`config.mk`:
```
export PLATFORM = sky130hd
export DESIGN_NAME = dbg_cmd_arbiter
export DESIGN_NICKNAME = d
export VERILOG_FILES = /design/src/rtl/dbg_cmd_arbiter.sv
export SDC_FILE = /design/constraint.sdc
export NUM_CORES = 1
export LEC_CHECK = 0
export CORE_MARGIN = 5
export CORE_UTILIZATION = 40
export DETAILED_ROUTE_END_ITERATION = 7
export HOLD_SLACK_MARGIN = 0.12
export PLACE_DENSITY = 0.83
export SETUP_SLACK_MARGIN = 0.1
export SYNTH_ARGS = -nofsm -noshare
export SYNTH_HDL_FRONTEND = slang
export SYNTH_SLANG_ARGS = --single-unit
```
`constraint.sdc`:
```
create_clock -name clk -period 2.5 [get_ports clk]
set_clock_uncertainty 0.2 [all_clocks]
set_input_delay 0.75 -clock clk [delete_from_list [all_inputs] [get_ports clk]]
set_output_delay 0.75 -clock clk [all_outputs]
set_load 0.01 [all_outputs]
```
`src/rtl/dbg_cmd_arbiter.sv`:
```
// Round-robin arbiter sharing the core debug command port between N_REQ hosts,
// with a halt-ownership lock and a watchdog that turns a missing done into an error.
module dbg_cmd_arbiter #(
    parameter int N_REQ   = 2,
    parameter int TIMEOUT = 255
) (
    input  logic                     clk,
    input  logic                     rstn_i,
    input  logic [N_REQ-1:0]         req_valid_i,
    input  logic [8*N_REQ-1:0]       req_cmd_i,
    input  logic [32*N_REQ-1:0]      req_addr_i,
    input  logic [32*N_REQ-1:0]      req_wdata_i,
    output logic [31:0]              req_rdata_o,
    output logic [N_REQ-1:0]         req_done_o,
    output logic [N_REQ-1:0]         req_err_o,
    output logic [7:0]               dbg_cmd_o,
    output logic [31:0]              dbg_addr_o,
    output logic [31:0]              dbg_wdata_o,
    input  logic [31:0]              dbg_rdata_i,
    input  logic                     dbg_done_i,
    output logic                     lock_valid_o,
    output logic [$clog2(N_REQ)-1:0] lock_owner_o
);

    localparam int            IW         = $clog2(N_REQ);
    localparam logic [15:0]   CNT_LAST   = 16'(TIMEOUT - 1);
    localparam logic [IW-1:0] LAST_IDX   = IW'(N_REQ - 1);
    localparam logic [7:0]    CMD_HALT   = 8'h01;
    localparam logic [7:0]    CMD_RESUME = 8'h02;

    typedef enum logic [1:0] {
        S_IDLE,
        S_ISSUE,
        S_RELEASE
    } state_e;

    state_e          state_q, state_d;
    logic [IW-1:0]   ptr_q, ptr_d;
    logic [IW-1:0]   gnt_q, gnt_d;
    logic [15:0]     cnt_q, cnt_d;
    logic [7:0]      cmd_q, cmd_d;
    logic [31:0]     addr_q, addr_d;
    logic [31:0]     wdata_q, wdata_d;
    logic [31:0]     rdata_q, rdata_d;
    logic [N_REQ-1:0] done_q, done_d;
    logic [N_REQ-1:0] err_q, err_d;
    logic            lock_v_q, lock_v_d;
    logic [IW-1:0]   lock_o_q, lock_o_d;

    logic [N_REQ-1:0] elig;
    logic [IW:0]      pick;
    logic [IW-1:0]    pick_idx;

    // First eligible index at or after the pointer; MSB flags a hit.
    function automatic logic [IW:0] rr_pick(
        input logic [N_REQ-1:0] e,
        input logic [IW-1:0]    p
    );
        logic [IW:0]   r;
        logic [IW-1:0] jj;
        int            j;
        r = '0;
        for (int k = N_REQ - 1; k >= 0; k--) begin
            j = int'(p) + k;
            if (j >= N_REQ) begin
                j = j - N_REQ;
            end
            jj = IW'(j);
            if (e[jj]) begin
                r = {1'b1, jj};
            end
        end
        return r;
    endfunction

    always_comb begin
        elig = '0;
        for (int i = 0; i < N_REQ; i++) begin
            elig[i] = req_valid_i[i]
                   && (req_cmd_i[8*i +: 8] != 8'h00)
                   && (!lock_v_q || (lock_o_q == IW'(i)));
        end
    end

    always_comb begin
        pick     = rr_pick(elig, ptr_q);
        pick_idx = pick[IW-1:0];
    end

    always_comb begin
        state_d  = state_q;
        ptr_d    = ptr_q;
        gnt_d    = gnt_q;
        cnt_d    = cnt_q;
        cmd_d    = cmd_q;
        addr_d   = addr_q;
        wdata_d  = wdata_q;
        rdata_d  = rdata_q;
        done_d   = '0;
        err_d    = '0;
        lock_v_d = lock_v_q;
        lock_o_d = lock_o_q;

        unique case (state_q)
            S_IDLE: begin
                if (pick[IW]) begin
                    gnt_d   = pick_idx;
                    cmd_d   = req_cmd_i[{pick_idx, 3'b000} +: 8];
                    addr_d  = req_addr_i[{pick_idx, 5'b00000} +: 32];
                    wdata_d = req_wdata_i[{pick_idx, 5'b00000} +: 32];
                    cnt_d   = '0;
                    ptr_d   = (pick_idx == LAST_IDX) ? '0 : pick_idx + 1'b1;
                    state_d = S_ISSUE;
                end
            end
            S_ISSUE: begin
                cnt_d = cnt_q + 16'd1;
                if (dbg_done_i) begin
                    rdata_d       = dbg_rdata_i;
                    done_d[gnt_q] = 1'b1;
                    if (cmd_q == CMD_HALT) begin
                        lock_v_d = 1'b1;
                        lock_o_d = gnt_q;
                    end else if (cmd_q == CMD_RESUME && lock_v_q
                                 && lock_o_q == gnt_q) begin
                        lock_v_d = 1'b0;
                    end
                    state_d = S_RELEASE;
                    cmd_d   = '0;
                    addr_d  = '0;
                    wdata_d = '0;
                end else if (cnt_q == CNT_LAST) begin
                    rdata_d      = '0;
                    err_d[gnt_q] = 1'b1;
                    state_d      = S_RELEASE;
                    cmd_d        = '0;
                    addr_d       = '0;
                    wdata_d      = '0;
                end
            end
            // dbg_done_i may still be high here from the previous command.
            S_RELEASE: begin
                state_d = S_IDLE;
            end
            default: begin
                state_d = S_IDLE;
            end
        endcase
    end

    always_ff @(posedge clk or negedge rstn_i) begin
        if (!rstn_i) begin
            state_q  <= S_IDLE;
            ptr_q    <= '0;
            gnt_q    <= '0;
            cnt_q    <= '0;
            cmd_q    <= '0;
            addr_q   <= '0;
            wdata_q  <= '0;
            rdata_q  <= '0;
            done_q   <= '0;
            err_q    <= '0;
            lock_v_q <= 1'b0;
            lock_o_q <= '0;
        end else begin
            state_q  <= state_d;
            ptr_q    <= ptr_d;
            gnt_q    <= gnt_d;
            cnt_q    <= cnt_d;
            cmd_q    <= cmd_d;
            addr_q   <= addr_d;
            wdata_q  <= wdata_d;
            rdata_q  <= rdata_d;
            done_q   <= done_d;
            err_q    <= err_d;
            lock_v_q <= lock_v_d;
            lock_o_q <= lock_o_d;
        end
    end

    assign dbg_cmd_o    = cmd_q;
    assign dbg_addr_o   = addr_q;
    assign dbg_wdata_o  = wdata_q;
    assign req_rdata_o  = rdata_q;
    assign req_done_o   = done_q;
    assign req_err_o    = err_q;
    assign lock_valid_o = lock_v_q;
    assign lock_owner_o = lock_o_q;

endmodule

```
==> flow_summary.toml, run 1 <==
[clock_network]
clockBufferDepth = 2
cts-root-buf = "clkbuf_16"
cts_buffers = 17
clk_pin_slew_ns = 0.06
htree_levels = 4
cts_tree = "built"
clkLatencyLatePin_ns = 0.41
clock_sinks = 130
holdBufCountCts = 0

[final_layout]
num_antenna_cells = 0
seqCellArea_sq_um = 3250
fillCellCount = 857
drive_gt1_frac = 0.208
multi_input_area_sq_um = 2830
area_growth_pct = 81.8
layout.cells.non_filler = 986
nets = 972

[routing]
first_pass_iters = 4
drt-wirelength-per-cell_microns = 22.8
ant_nets = 0
vias_per_cell = 5.52
drc = 0
dr_total_vias = 5442
dr.first_iter.drc_count = 320
drt-total-wl_microns = 22500

[yosys]
synth_top_area_share = 0.561
synth_seq_cells = 130
syn_nets = 642
synth_edf_count = 0
synthFlopType = "dfrtp_1"
seq_area_frac_synth = 0.561
synth-async-reset-ratio = 1.00
synth-warning-count = 0
syn_inst = 459
netlist.top_cell.by_area = "dfrtp_1"
synth_area_leaders = "dfrtp_1 (56%), mux2i_1 (13%), o2bb2ai_1 (11%), a22o_1 (5.0%), buf_6 (1.6%)"
ys_types = 40
avgSynthCellArea_sq_um = 12.6
netlist_area_sq_um = 5800

[die]
dieHeight_microns = 130
fp-row-count = 44
core_area_sq_um = 14400
die_x_microns = 130
num_io_pins = 291
die_area_sq_um = 17000
start_util = 0.403

[place]
placed_cells = 932
io_buffers = 290
routabilityCongestion = 0.843
dp_slack_ns = -0.563
dpl.hpwl_microns = 13800

[timing]
finalCritPeriodShare = 0.977
hold_ws_ns = 0.264
period_minus_slack_ns = 2.44
setup_viol = 0
setup_ws_ns = 0.0574
fin_setup_tns_ns = 0
hold_viol = 0
max_freq_ghz = 0.409
max_slew_margin = 0.546
worstMarginPinSlew_ns = 0.681
slew_violations = 0

[worst_setup_path]
cp_slowest_stage_delay_ns = 0.46
r2r-end = "dbg_addr_o[31]$_DFFE_PN0P_"
arrival_ns = 2.56
critical_path.reg2reg.startpoint = "cnt_q[12]$_DFFE_PN0P_"
rr_worst_depth = 6
cp_num_buf_inv = 5
r2r_setup_slack_ns = 0.15
required_ns = 2.62
path_delay_family = "buffers and inverters"
critPathLaunchType = "primary input"
worstPathMaxFanout = 5
worstSetupEndpointType = "flop"
cp_slowest_cell = "clkdlybuf4s50_1"
cp_cell_sequence = "clkdlybuf4s50_1 > inv_1 > a221oi_2 > a21boi_4 > buf_12 > buf_6 > clkbuf_16 > mux2i_4 > o2bb2ai_1"
critical_path_class = "in2reg"

[global_routing]
grtUsageTotal = 0.233
grt_pass1_vias = 5812
grt_first_pass_wirelength_microns = 30500
grt_start_max_net_pins = 131
grt.overflow.total = 0
antenna_found_initial = 0

[power]
p_clk_frac = 0.195
powerDensity_nw_per_um2 = 1120
p_comb_frac = 0.497
seqPwrFrac = 0.307
leakagePower_uw = 0.00443
fin_total_pwr_uw = 11800
p_sw_uw = 4180
p_int_uw = 7660
switching_share = 0.353
vdd_drop_max_mv = 0.759

[status]
status = "complete, no violations"

[min_path]
min_path_type = "in2async"

[job]
cap_viol_max_count = 0
[stage by stage]
step | instance area, sq um | util
after detailed placement | 9080 | 0.632
after CTS | 9820 | 0.683
final | 10500 | 0.733
after floorplan | 5800 | -
after global placement | 9080 | 0.632
after global routing | 10500 | 0.733
[cell families (layout without fill, tap and decap cells)]
| kind of cell | after synthesis | after routing | synth area share |
|---|---|---|---|
| buffers and inverters | 44 | 386 | 0.0432 |
| AO/OA/AOI/OAI | 136 | 136 | 0.193 |
| multiplexers | 74 | 74 | 0.128 |
| flip-flops | 130 | 130 | 0.561 |
| XOR/XNOR | 3 | 3 | 0.00453 |
| AND/OR/NAND/NOR | 70 | 71 | 0.0654 |
| adder cells (fa/ha/maj) | 2 | 2 | 0.00432 |
[sequential cells by signal (all words and copies together) (netlist names)]
name / count
lock_owner_o: 1
cnt_q: 16
dbg_addr_o: 32
dbg_cmd_o: 8
gnt_q: 1
req_rdata_o: 32
dbg_wdata_o: 32
ptr_q: 1
req_done_o: 2
req_err_o: 2
lock_valid_o: 1
state_q: 2
[power by group through the flow]
stage / sequential [uW] / combinational [uW] / clock, uW
6_report: 3640 / 5890 / 2310
5_1_grt: 3740 / 6210 / 2440
4_1_cts: 3550 / 4950 / 2350
3_5_place_dp: 3530 / 4730 / 0
3_3_place_gp: 3530 / 4550 / 0
2_1_floorplan: 3820 / 1850 / 0
[synth_stat cells, types with 4 or more instances]
master,instances
nor3_1,5
nand3_1,11
clkbuf_1,19
nor2_1,12
o31ai_1,5
mux2i_1,73
nand2_1,13
nor4_1,6
inv_1,8
buf_6,8
dfrtp_1,130
a22o_1,33
o21ai_0,9
a31oi_1,6
buf_4,6
and2_1,5
nand4_1,5
and3_1,4
o2bb2ai_1,72
[worst max path at each step]
stage	slack [ns]	to	startpoint	cells after the start
after global placement	-0.55	dbg_wdata_o[22]$_DFFE_PN0P_	req_cmd_i[0]	8
after global routing	-0.02	dbg_wdata_o[4]$_DFFE_PN0P_	req_valid_i[0]	9
final	0.06	dbg_wdata_o[4]$_DFFE_PN0P_	req_valid_i[0]	9
after detailed placement	-0.56	dbg_wdata_o[19]$_DFFE_PN0P_	req_cmd_i[0]	8
after floorplan	0.11	dbg_addr_o[0]$_DFFE_PN0P_	req_cmd_i[11]	7
after CTS	0.10	dbg_wdata_o[14]$_DFFE_PN0P_	req_valid_i[1]	9
[layout make-up]
| type | instances | share of cell area |
|---|---|---|
| Timing Repair Buffer | 345 | 0.345 |
| Tap cell | 184 | 0.0218 |
| Sequential cell | 130 | 0.309 |
| Multi-Input combinational cell | 286 | 0.269 |
| Inverter | 9 | 0.00321 |
| Clock buffer | 22 | 0.0440 |
| Clock inverter | 10 | 0.00807 |
[cells in the final DEF (no fill, tap or decap), types with 5 or more instances in the layout]
cell type and count:
inv_1 7, clkbuf_2 6, nand2_1 13, nand4_1 5
clkdlybuf4s50_1 269, buf_4 25, o2bb2ai_1 44, buf_12 9
mux2i_2 16, clkbuf_16 24, dlygate4sd2_1 11, a31oi_1 6
mux2i_4 14, nor2_1 12, nand3_1 11, nor3_1 5
a22o_1 33, dfrtp_1 130, o21ai_0 8, clkinv_2 6
buf_6 10, o31ai_1 5, nor4_4 5, mux2i_1 43
o2bb2ai_2 27
[metal layers]
metal  global-route usage  vias to the layer above  part of all wire
met2                0.409                      274              0.52
met1                0.276                     2681              0.37
met4               0.0853                        0             0.032
met3               0.0602                       52             0.082
li1                     -                     2435                 -
met5                    0                        -                 0
[repair_timing]
action	4_1_cts	5_1_grt
setup endpoints to repair	92	75
buffers inserted	5	3
gates resized for setup	37	107
gates cloned	3	12
pin swaps	5	7
No activity file was read; power rests on OpenSTA's default activity.
==> run 2, diff against run 1 <==
--- a/config.mk
+++ b/config.mk
@@ -6,10 +6,10 @@
 export NUM_CORES = 1
 export LEC_CHECK = 0
 export CORE_MARGIN = 5
-export CORE_UTILIZATION = 40
+export CORE_UTILIZATION = 44
 export DETAILED_ROUTE_END_ITERATION = 7
 export HOLD_SLACK_MARGIN = 0.12
-export PLACE_DENSITY = 0.83
+export PLACE_DENSITY = 0.9
 export SETUP_SLACK_MARGIN = 0.1
 export SYNTH_ARGS = -nofsm -noshare
 export SYNTH_HDL_FRONTEND = slang
==> constraint.sdc (replaced) <==
create_clock -name clk -period 3.2 [get_ports clk]
set_clock_uncertainty 0.2 [all_clocks]
set_input_delay 0.96 -clock clk [delete_from_list [all_inputs] [get_ports clk]]
set_output_delay 0.96 -clock clk [all_outputs]
set_load 0.01 [all_outputs]
==> run 2 against run 1 <==
Clock-buffer cell count fell by 1. Register-to-register slack improved by 0.61 ns. Cell area fell by 8.0%. Critical path depth decreased by 1. Via count down 2.9%. Routed wire length fell by 12%. Non-clock buffer count decreased by 18. Sequential share of layout area rose by 2.7 points.
==> flow_summary.toml, run 2 (synthesis gave the netlist of run 1 again) <==
[die]
die_x_microns = 125
die_area_sq_um = 15600
start_util = 0.443
num_io_pins = 291
dieHeight_microns = 125
core_area_sq_um = 13100
fp-row-count = 42

[clock_network]
clock_sinks = 130
clk_pin_slew_ns = 0.05
cts_tree = "built"
cts_setup_buffers = 0
clkLatencyLatePin_ns = 0.41
clockBufferDepth = 2
cts_buffers = 17
cts-root-buf = "clkbuf_16"
htree_levels = 4

[worst_setup_path]
rr_worst_depth = 6
cp_slowest_cell = "a221oi_1"
critPathLaunchType = "primary input"
path_delay_family = "buffers and inverters"
critical_path_class = "in2reg"
worstSetupEndpointType = "flop"
required_ns = 3.28
critical_path_cell_count = 8
cp_slowest_stage_delay_ns = 0.56
cp_num_buf_inv = 3
arrival_ns = 3.06
cp_cell_sequence = "clkdlybuf4s50_1 > nor4_2 > a221oi_1 > buf_4 > o21ai_4 > and2_2 > buf_12 > o2bb2ai_1"
worstPathMaxFanout = 37

[final_layout]
final_common_cell = "clkdlybuf4s50_1"
mostFrequentLayoutCells = "clkdlybuf4s50_1 (289), dfrtp_1 (130), mux2i_1 (73)"
drive_gt1_frac = 0.0999
num_antenna_cells = 0
nets = 953
stdcell_area_sq_um = 9690
area_growth_pct = 67.2
fillCellCount = 759

[place]
dp_slack_ns = -0.371
io_buffers = 290
dpl_cell_area_sq_um = 9100
dpl.hpwl_microns = 14400
routabilityCongestion = 0.900

[routing]
first_pass_iters = 5
ant_nets = 0
drt-total-wl_microns = 19700
wl_met1_microns = 7550
dr.first_iter.drc_count = 385
top_layer_used = "met4"
dr_total_vias = 5286
drt-wirelength-per-cell_microns = 20.6
drc = 0
route.met2.wl_microns = 10300
dr_wl_met3_microns = 1510
vias_per_cell = 5.52

[timing]
setup_viol = 0
max_slew_margin = 0.574
worstMarginPinSlew_ns = 0.639
rsz0062_at_grt = "false"
finalCritPeriodShare = 0.930
fin_setup_tns_ns = 0
period_minus_slack_ns = 2.98
max_freq_ghz = 0.336
setup_ws_ns = 0.223
hold_viol = 0
slew_violations = 0

[global_routing]
grt_pass1_vias = 5830
grtUsageTotal = 0.257
grt.overflow.total = 0
grt_start_max_net_pins = 47
grt_first_pass_wirelength_microns = 31900
antenna_found_initial = 0

[min_path]
min_path_type = "reg2reg"
hold_depth = 1

[status]
status = "complete, no violations"

[power]
leakagePower_uw = 0.00414
vdd_drop_max_mv = 0.544
powerDensity_nw_per_um2 = 868

[job]
cap_viol_max_count = 0
-- run 2: cell count changes in the layout (fill, tap and decap cells not counted), moves of 4 or more --
cell / previous run / this run
nor4_4: 5 / 1
buf_16: 4 / 0
buf_6: 10 / 0
mux2i_2: 16 / 0
o2bb2ai_1: 44 / 72
mux2i_4: 14 / 0
clkbuf_2: 6 / 0
buf_4: 25 / 30
mux2i_1: 43 / 73
clkbuf_16: 24 / 17
dlygate4sd2_1: 11 / 0
o2bb2ai_2: 27 / 0
clkdlybuf4s50_1: 269 / 289
-- run 2: final timing paths --
kind	slack, ns	startpoint	to
max reg2reg	0.76	cnt_q[12]$_DFFE_PN0P_	dbg_wdata_o[30]$_DFFE_PN0P_
min	0.29	dbg_wdata_o[21]$_DFFE_PN0P_	dbg_wdata_o[21]$_DFFE_PN0P_
max in group asynchronous	1.74	rstn_i	dbg_addr_o[12]$_DFFE_PN0P_
min in group asynchronous	0.36	rstn_i	req_rdata_o[24]$_DFFE_PN0P_
max	0.22	req_cmd_i[0]	dbg_wdata_o[30]$_DFFE_PN0P_
min reg2reg	0.29	dbg_wdata_o[21]$_DFFE_PN0P_	dbg_wdata_o[21]$_DFFE_PN0P_
-- run 2: cell type report --
| class | instances | area (sq um) | share of cell area |
|---|---|---|---|
| Timing Repair Buffer | 327 | 3280 | 0.338 |
| Clock buffer | 21 | 470 | 0.0485 |
| Multi-Input combinational cell | 285 | 2330 | 0.240 |
| Sequential cell | 130 | 3250 | 0.336 |
| Inverter | 9 | 33.8 | 0.00349 |
| Tap cell | 176 | 220 | 0.0227 |
| Clock inverter | 9 | 108 | 0.0111 |
-- run 2: report_power, final --
part / switching, uW / internal [uW] / total, uW / leakage, uW
registers: 485 / 2310 / 2800 / 0.00166
clock network: 698 / 1200 / 1890 / 0.000281
logic: 1670 / 2060 / 3720 / 0.00220
-- run 2: stage by stage --
stage / utilization / hold slack [ns] / cells / total power (uW)
5_1_grt: 0.741 / 0.303 / 957 / 8840
3_5_place_dp: 0.696 / 0.273 / 927 / 6500
4_1_cts: 0.740 / 0.290 / 957 / 8470
3_3_place_gp: 0.696 / 0.270 / 927 / 6380
2_1_floorplan: - / 0.250 / 459 / 4430
6_report: 0.741 / 0.286 / 957 / 8420
-- run 2: timing repair --
action | in CTS | in global routing
hold buffers | 0 | 0
endpoints found under the hold margin | 0 | 0
gates resized for setup | 1 | 1
endpoints found under the setup margin | 28 | 2
gates cloned | 0 | 0
-- run 2: routing by layer --
layer | track usage | vias up
li1 | - | 2377
met1 | 0.303 | 2633
met2 | 0.451 | 249
met3 | 0.0742 | 27
met4 | 0.0812 | 0
met5 | 0 | -
==> run 3, diff against run 2 <==
--- a/config.mk
+++ b/config.mk
@@ -7,6 +7,8 @@
 export LEC_CHECK = 0
 export CORE_MARGIN = 5
 export CORE_UTILIZATION = 44
+export CTS_BUF_LIST = sky130_fd_sc_hd__clkbuf_16
+export CTS_CLUSTER_DIAMETER = 150
 export DETAILED_ROUTE_END_ITERATION = 7
 export HOLD_SLACK_MARGIN = 0.12
 export PLACE_DENSITY = 0.9
==> run 3 against run 2 <==
First-iteration DRC count increased by 2.9%. Sequential power about the same. Sequential share of layout area increased by 0.083 points. Core utilization down 0.18 points. Global-route usage fell by 0.14 points. Clock-buffer cell count fell by 4. Worst setup slack better by 0.0053 ns. Maximum frequency increased by 0.18%.
==> flow_summary.toml, run 3 (synthesis gave the netlist of run 1 again) <==
[status]
status = "complete, no violations"

[worst_setup_path]
arrival_ns = 3.06
worstPathMaxFanout = 11
critPathLaunchType = "primary input"
critical_path_class = "in2reg"
worstSetupEndpointType = "flop"
required_ns = 3.29

[final_layout]
multi_input_area_sq_um = 2330
stdcell_area_sq_um = 9670
area_growth_pct = 66.8
fillCellCount = 762
mostFrequentLayoutCells = "clkdlybuf4s50_1 (289), dfrtp_1 (130), mux2i_1 (73)"
layout.cells.non_filler = 957
final_common_cell = "clkdlybuf4s50_1"
final_util = 0.739
drive_gt1_frac = 0.0973
num_antenna_cells = 0
seqCellArea_sq_um = 3250
nets = 953

[place]
dpl.hpwl_microns = 14400
placed_cells = 927
dpl_cell_area_sq_um = 9100
routabilityCongestion = 0.900
io_buffers = 290

[power]
powerDensity_nw_per_um2 = 864
leakagePower_uw = 0.00413
vdd_drop_max_mv = 0.594

[clock_network]
cts_setup_buffers = 0
clockBufferDepth = 2
cts_buffers = 17
clock_sinks = 130
clkLatencyLatePin_ns = 0.41
clk_pin_slew_ns = 0.05
cts_tree = "built"
cts-root-buf = "clkbuf_16"
htree_levels = 4

[die]
num_io_pins = 291
dieHeight_microns = 125
fp-row-count = 42
start_util = 0.443
core_area_sq_um = 13100
die_area_sq_um = 15600
die_x_microns = 125

[job]
cap_viol_max_count = 0

[global_routing]
grtUsageTotal = 0.255
grt_start_max_net_pins = 47
antenna_found_initial = 0
grt_pass1_vias = 5838
grt_first_pass_wirelength_microns = 31700
grt.overflow.total = 0

[timing]
max_slew_margin = 0.572
setup_viol = 0
max_freq_ghz = 0.337
period_minus_slack_ns = 2.97
worstMarginPinSlew_ns = 0.642
hold_viol = 0
finalCritPeriodShare = 0.929
rsz0062_at_grt = "false"
slew_violations = 0

[routing]
drc = 0
ant_nets = 0
dr.first_iter.drc_count = 396
drt-total-wl_microns = 19800
first_pass_iters = 6
vias_per_cell = 5.58
dr_total_vias = 5342
drt-wirelength-per-cell_microns = 20.7

[min_path]
min_path_type = "reg2reg"
## run 3: layer usage
layer  wire [microns]  vias to the layer above  share of wire  global-route usage
met3             1570                       39          0.079              0.0772
met1             7420                     2658           0.38               0.297
li1                 -                     2380              -                   -
met4              382                        0          0.019              0.0832
met5                0                        -              0                   0
met2            10400                      265           0.53               0.450
## run 3: where the power goes
| part | internal (uW) | switching [uW] | leakage [uW] |
|---|---|---|---|
| Clock | 1120 | 695 | 0.000268 |
| Sequential | 2310 | 488 | 0.00166 |
| Combinational | 2060 | 1680 | 0.00220 |
## run 3: cell type report
class	count	area share
Inverter	9	0.00349
Clock buffer	17	0.0440
Multi-Input combinational cell	285	0.241
Tap cell	176	0.0228
Clock inverter	13	0.0127
Sequential cell	130	0.336
Timing Repair Buffer	327	0.339
## run 3: what timing repair did
item | CTS | global route
setup endpoints to repair | 33 | 5
hold buffers | 0 | 0
resized for setup | 1 | 2
## run 3: final timing paths
check                                            start                           to  slack, ns  depth (start not counted)
min in group asynchronous                       rstn_i  req_rdata_o[24]$_DFFE_PN0P_       0.36                          1
max in group asynchronous                       rstn_i   dbg_addr_o[13]$_DFFE_PN0P_       1.75                          2
max                                      req_cmd_i[10]   dbg_addr_o[20]$_DFFE_PN0P_       0.23                          8
max reg2reg                      cnt_q[12]$_DFFE_PN0P_     dbg_cmd_o[2]$_DFFE_PN0P_       0.77                          6
min reg2reg                dbg_wdata_o[21]$_DFFE_PN0P_  dbg_wdata_o[21]$_DFFE_PN0P_       0.29                          1
min                        dbg_wdata_o[21]$_DFFE_PN0P_  dbg_wdata_o[21]$_DFFE_PN0P_       0.29                          1
## run 3: worst max-delay path: stages
cell	delay (ns)
clkdlybuf4s50_1	0.51
nor4_1	0.11
a221oi_2	0.45
a21boi_4	0.30
buf_12	0.17
buf_4	0.18
mux2i_1	0.28
o2bb2ai_1	0.11
## run 3: stage by stage
stage	hold slack [ns]	power, uW	setup WS, ns	TNS, ns
2_1_floorplan	0.250	4430	0.539	0
3_3_place_gp	0.270	6380	-0.272	-16.15
3_5_place_dp	0.273	6500	-0.371	-24.53
4_1_cts	0.290	8400	0.148	0
5_1_grt	0.303	8770	0.167	0
6_report	0.286	8350	0.229	0
